--- src/rtl/camera_defs.sv ---
// camera_defs: frame geometry, RGB332 reference colours and capture FSM encoding
package camera_defs;

    localparam int SCREEN_WIDTH  = 176;
    localparam int SCREEN_HEIGHT = 144;

    localparam logic [7:0] RED  = 8'hE0;
    localparam logic [7:0] BLUE = 8'h03;

    typedef enum logic [1:0] {
        WAIT_FRAME,
        WAIT_LINE,
        FIRST_BYTE,
        SECOND_BYTE
    } state_t;

    function automatic logic [9:0] sat_inc(input logic [9:0] v);
        return (v == 10'h3FF) ? v : v + 10'd1;
    endfunction

endpackage

--- src/rtl/sync_edge_detect.sv ---
// sync_edge_detect: registered copy of a level plus rise/fall strobes against it
module sync_edge_detect (
    input  logic CLK,
    input  logic RESET,
    input  logic SIG,
    output logic RISE,
    output logic FALL
);

    logic sig_d;

    always_ff @(posedge CLK or posedge RESET) begin
        if (RESET) sig_d <= 1'b0;
        else       sig_d <= SIG;
    end

    assign RISE = SIG & ~sig_d;
    assign FALL = ~SIG & sig_d;

endmodule

--- src/rtl/camera_downsampler.sv ---
// camera_downsampler: OV7670 RGB565 byte stream to RGB332 frame-buffer writes
module camera_downsampler #(
    parameter int SCREEN_WIDTH  = camera_defs::SCREEN_WIDTH,
    parameter int SCREEN_HEIGHT = camera_defs::SCREEN_HEIGHT
) (
    input  logic       CLK,
    input  logic       RESET,
    input  logic [7:0] CAM_DATA,
    input  logic       CAM_HREF,
    input  logic       CAM_VSYNC,
    output logic [7:0] PIXEL_OUT,
    output logic       W_EN,
    output logic [9:0] WRITE_X,
    output logic [9:0] WRITE_Y,
    output logic       FRAME_DONE
);

    import camera_defs::*;

    localparam logic [9:0] X_LIM = 10'(SCREEN_WIDTH);
    localparam logic [9:0] Y_LIM = 10'(SCREEN_HEIGHT);

    state_t     state, state_n;
    logic [5:0] b1;
    logic [9:0] x, y;
    logic       href_fall, href_rise_unused, vsync_rise, vsync_fall;
    logic       done_n, take_b1, build, clr_xy, line_end;

    sync_edge_detect u_href (
        .CLK   (CLK),
        .RESET (RESET),
        .SIG   (CAM_HREF),
        .RISE  (href_rise_unused),
        .FALL  (href_fall)
    );

    sync_edge_detect u_vsync (
        .CLK   (CLK),
        .RESET (RESET),
        .SIG   (CAM_VSYNC),
        .RISE  (vsync_rise),
        .FALL  (vsync_fall)
    );

    always_ff @(posedge CLK or posedge RESET) begin
        if (RESET) state <= WAIT_FRAME;
        else       state <= state_n;
    end

    // A VSYNC rise outranks everything, including a second byte in the same cycle
    always_comb begin
        state_n = state;
        done_n  = 1'b0;
        take_b1 = 1'b0;
        build   = 1'b0;
        clr_xy  = 1'b0;
        if (state != WAIT_FRAME && vsync_rise) begin
            state_n = WAIT_FRAME;
            done_n  = 1'b1;
        end else begin
            case (state)
                WAIT_FRAME: begin
                    state_n = vsync_fall ? WAIT_LINE : WAIT_FRAME;
                    clr_xy  = vsync_fall;
                end
                WAIT_LINE: begin
                    take_b1 = CAM_HREF && !CAM_VSYNC;
                    state_n = take_b1 ? SECOND_BYTE : WAIT_LINE;
                end
                FIRST_BYTE: begin
                    take_b1 = CAM_HREF;
                    state_n = CAM_HREF ? SECOND_BYTE : WAIT_LINE;
                end
                SECOND_BYTE: begin
                    build   = CAM_HREF;
                    state_n = CAM_HREF ? FIRST_BYTE : WAIT_LINE;
                end
                default: state_n = WAIT_FRAME;
            endcase
        end
        line_end = state != WAIT_FRAME && !done_n && href_fall && x != 10'd0;
    end

    // Only the RGB332-relevant bits of the first byte are kept
    always_ff @(posedge CLK or posedge RESET) begin
        if (RESET) begin
            b1         <= '0;
            x          <= '0;
            y          <= '0;
            PIXEL_OUT  <= '0;
            W_EN       <= 1'b0;
            WRITE_X    <= '0;
            WRITE_Y    <= '0;
            FRAME_DONE <= 1'b0;
        end else begin
            FRAME_DONE <= done_n;
            W_EN       <= build && x < X_LIM && y < Y_LIM;
            if (take_b1) b1 <= {CAM_DATA[7:5], CAM_DATA[2:0]};
            if (build) begin
                PIXEL_OUT <= {b1, CAM_DATA[4:3]};
                WRITE_X   <= x;
                WRITE_Y   <= y;
            end
            if (clr_xy) begin
                x <= '0;
                y <= '0;
            end else if (build) begin
                x <= sat_inc(x);
            end else if (line_end) begin
                x <= '0;
                y <= sat_inc(y);
            end
        end
    end

endmodule
--- config.mk ---
export PLATFORM = sky130hd
export DESIGN_NAME = camera_downsampler
export DESIGN_NICKNAME = d
export VERILOG_FILES = /design/src/rtl/camera_defs.sv /design/src/rtl/sync_edge_detect.sv /design/src/rtl/camera_downsampler.sv
export SDC_FILE = /design/constraint.sdc
export NUM_CORES = 1
export LEC_CHECK = 0
export CAP_MARGIN = 10
export CORE_ASPECT_RATIO = 1.1
export CORE_MARGIN = 2
export CORE_UTILIZATION = 50
export CTS_BUF_LIST = sky130_fd_sc_hd__clkbuf_4
export CTS_CLUSTER_SIZE = 12
export DETAILED_ROUTE_END_ITERATION = 10
export PLACE_DENSITY = 0.8
export SKIP_LAST_GASP = 1
export SLEW_MARGIN = 20
export SYNTH_ARGS = -nofsm -noshare
export SYNTH_HDL_FRONTEND = slang
export SYNTH_SLANG_ARGS = --single-unit
--- constraint.sdc ---
create_clock -name CLK -period 1.8 [get_ports CLK]
set_clock_uncertainty 0.1 [all_clocks]
set_input_delay 0.36 -clock CLK [delete_from_list [all_inputs] [get_ports CLK]]
set_output_delay 0.36 -clock CLK [all_outputs]
set_load 0.03 [all_outputs]
==> metrics.cfg <==
[cells_and_area]
antenna_cells = 0
layout.nets = 398
area_delta_synth_final_pct = 40.3
n_fill_cell = 418
fin_util_pct = 72.6
final_layout_size_suffix_gt1_share_pct = 23.8
finalNonFillerCells = 458

[sta]
setup_viol = 10
drv_slew = 0
setup_slack_ns = -0.0533
fin_crit_sh_pct = 103
fmax_ghz = 0.540
min_period_ns = 1.85
relSlewSlack_pct = 73.9
rsz0062_at_grt = true
worst_slew_pin_slew_ns = 0.382
hold_slack_ns = 0.262
hold_viol_final = 0

[clock_network]
cts_tree = done
clkLatencyLatePin_ns = 0.42
clk_path_buf_depth = 2
cts_buffers = 9
htree_levels = 3
clock_sinks = 60
root_buffer = clkbuf_4
holdBufCountCts = 0
clk_pin_slew_ns = 0.11

[grt]
track_usage_pct = 22.5
grt-ovfl-total = 0
grt_pass1_vias = 2355
grt_pass1_wl_mm = 10.3
antenna_found_initial = 0
grt_max_degree = 61

[logic_synthesis]
yosys-top-cells-area = dfrtp_1, nand2_1, ha_1, nand3_1, mux2_2
syn_area_sq_mm = 0.00279
ys_warn_count = 0
avgSynthCellArea_sq_um = 9.53
syn-num-nets = 313
ys_seq_area_share_pct = 53.8
synth_seq_cells = 60
synth_area_leader_cell = dfrtp_1
synth_top_area_share_pct = 53.8
syn_inst = 293
synth.distinct_cells = 43

[critical_path]
startpoint_type = flip-flop
ff2ff_path_depth = 7
worstPathRequired_ns = 2.00
crit_cells = 7
critical_path_class = reg2reg
crit_chain = inv_2 > ha_4 > or3b_4 > a21oi_4 > nor2_4 > nand2_4 > mux2_4
path_delay_family = simple AND/OR/NAND/NOR gates
endpoint = b1[2]
cp.buffers_inverters = 1
r2r_end = b1[2]
cpPeakStageDelay_ns = 0.40
r2r_slack_ns = -0.05
rr_startpoint = state[0]
crit_slowest_cell = or3b_4
cp-end-kind = flip-flop
cp-startpoint = state[0]
cp.arrival_ns = 2.06
worstPathMaxFanout = 6

[floorplan]
die_h_microns = 82.4
io-pin-count = 42
die-area_sq_mm = 0.00620
core_sq_mm = 0.00540
initial_utilization_pct = 51.7
die_width_microns = 75.2
placementRows = 28

[power]
switchingPower_mw = 1.21
p_leak_nw = 2.14
ir_drop_mv = 0.756
p_clk_share_pct = 27.7
p_int_mw = 2.61
seqPwrFrac_pct = 43.1
p_comb_share_pct = 29.2
sw_frac_of_total_pct = 31.7
p_per_area_mw_per_mm2 = 977

[drt]
antenna_left = 0
totalWireLength_mm = 6.87
drt_iter0_drc = 232
first_pass_iters = 4
wl_per_cell_microns = 15.0
viasPerCell = 5.39
vias = 2469
drc_errors = 0

[placed_design]
portBuffers = 41
gp_congestion = 0.846
dp_cells = 434
dp_hpwl_mm = 4.40

[outcome]
outcome = finished, violations left
violations = setup timing

[job]
drv_cap = 0

[hold_path]
hp-class = in2async

-- flip-flops by register name (all words and copies together) (netlist names) --
register and count:
y 10, u_vsync.sig_d 1, u_href.sig_d 1, PIXEL_OUT 8, WRITE_Y 10, x 10
FRAME_DONE 1, b1 6, W_EN 1, state 2, WRITE_X 10
-- Yosys cell counts --
cell / instances
a311oi_1: 1
or2_2: 1
nor4b_2: 1
nand3_1: 15
and2_1: 2
mux2_2: 6
a31oi_2: 1
nand2_1: 96
xor2_1: 2
a21o_1: 3
o211ai_1: 2
nand2b_1: 2
inv_1: 11
a2111oi_0: 1
and4_4: 1
dfrtp_1: 60
nor2_1: 9
nand4_1: 5
o21ai_0: 11
o31ai_1: 2
nor3_1: 2
or3b_1: 1
and3_1: 5
buf_2: 4
and2b_1: 1
inv_2: 1
nand4_2: 1
buf_6: 1
o21ba_2: 1
a21oi_1: 9
nand2_8: 1
o211a_1: 1
or3_1: 5
a31oi_1: 1
nand3_2: 1
or2b_1: 1
clkbuf_1: 6
mux2i_1: 3
o41ai_1: 2
ha_1: 8
a211oi_1: 2
and4_1: 3
and3_4: 1
-- per-stage QoR --
step / setup TNS (ns) / total power, mW / setup slack, ns / instance area (sq um)
floorplan: -0.275 / 2.27 / -0.0657 / 2840
global placement: -13.37 / 2.69 / -0.336 / 3590
detailed placement: -15.50 / 2.74 / -0.397 / 3590
CTS: -0.392 / 3.77 / -0.0679 / 3770
global route: -1.66 / 4.01 / -0.100 / 3920
finish: -0.345 / 3.83 / -0.0533 / 3920
-- cell type report --
type | instances | area [sq um] | share of cell area [%]
timing repair buffer | 85 | 783 | 20.0
inverter | 12 | 48.8 | 1.25
clock inverter | 6 | 78.8 | 2.01
sequential | 60 | 1500 | 38.3
tap | 75 | 93.8 | 2.40
clock buffer | 10 | 75.1 | 1.92
multi-input combinational | 210 | 1340 | 34.1
-- layout by cell type, fill, tap and decap left out, drive strengths merged, types with 8 or more instances in the layout --
cell type and instances:
buf 42, nor2 9, nand2 97, inv 11
clkbuf 12, o21ai 11, dfrtp 60, a21oi 9
clkdlybuf4s50 11, nand3 16, dlygate4sd2 30, ha 8
-- per-layer routing --
metal	share of wire (%)	global-route usage [%]	up-vias
met2	51	36.7	85
li1	-	-	1174
met4	2.9	13.2	0
met3	5.1	4.73	21
met5	0	0	-
met1	41	27.6	1189
-- cells by family after synthesis --
| family | count (synthesis) | share of synthesized area (%) |
|---|---|---|
| flip-flops | 60 | 53.8 |
| AO/OA/AOI/OAI | 37 | 8.65 |
| AND/OR/NAND/NOR | 154 | 26.3 |
| XOR/XNOR | 2 | 0.628 |
| adder cells (fa/ha/maj) | 8 | 3.59 |
| buffers and inverters | 23 | 3.54 |
| multiplexers | 9 | 3.50 |
-- power groups by stage --
stage                     combinational (mW)  clock, mW  sequential (mW)
after floorplan                        0.415          0             1.86
after global placement                  1.03          0             1.66
after detailed placement                1.07          0             1.67
after CTS                               1.05       1.07             1.65
after global routing                    1.21       1.13             1.67
final                                   1.12       1.06             1.65
-- worst register-to-register path: cells and delay by family, from the launching register on --
family / cells / cell delay (ns)
flip-flops: 1 / 0.38
AND/OR/NAND/NOR: 3 / 0.58
multiplexers: 1 / 0.32
adder cells (fa/ha/maj): 1 / 0.15
AO/OA/AOI/OAI: 1 / 0.16
buffers and inverters: 1 / 0.06
-- worst min-delay path by stage --
| stage | to | slack [ns] | cells after the start |
|---|---|---|---|
| 2_1_floorplan | u_href.sig_d | 0.29 | 0 |
| 3_3_place_gp | PIXEL_OUT[2] | 0.35 | 2 |
| 3_5_place_dp | PIXEL_OUT[2] | 0.35 | 2 |
| 4_1_cts | WRITE_Y[3] | 0.27 | 3 |
| 5_1_grt | WRITE_X[5] | 0.27 | 3 |
| 6_report | WRITE_X[5] | 0.26 | 3 |
-- repair_timing --
action / 4_1_cts / 5_1_grt
setup endpoints to repair: 75 / 35
setup buffers: 2 / 4
gates cloned: 0 / 2
pin swaps: 6 / 7
gates resized for setup: 41 / 18
No activity file was read; power rests on OpenSTA's default activity.
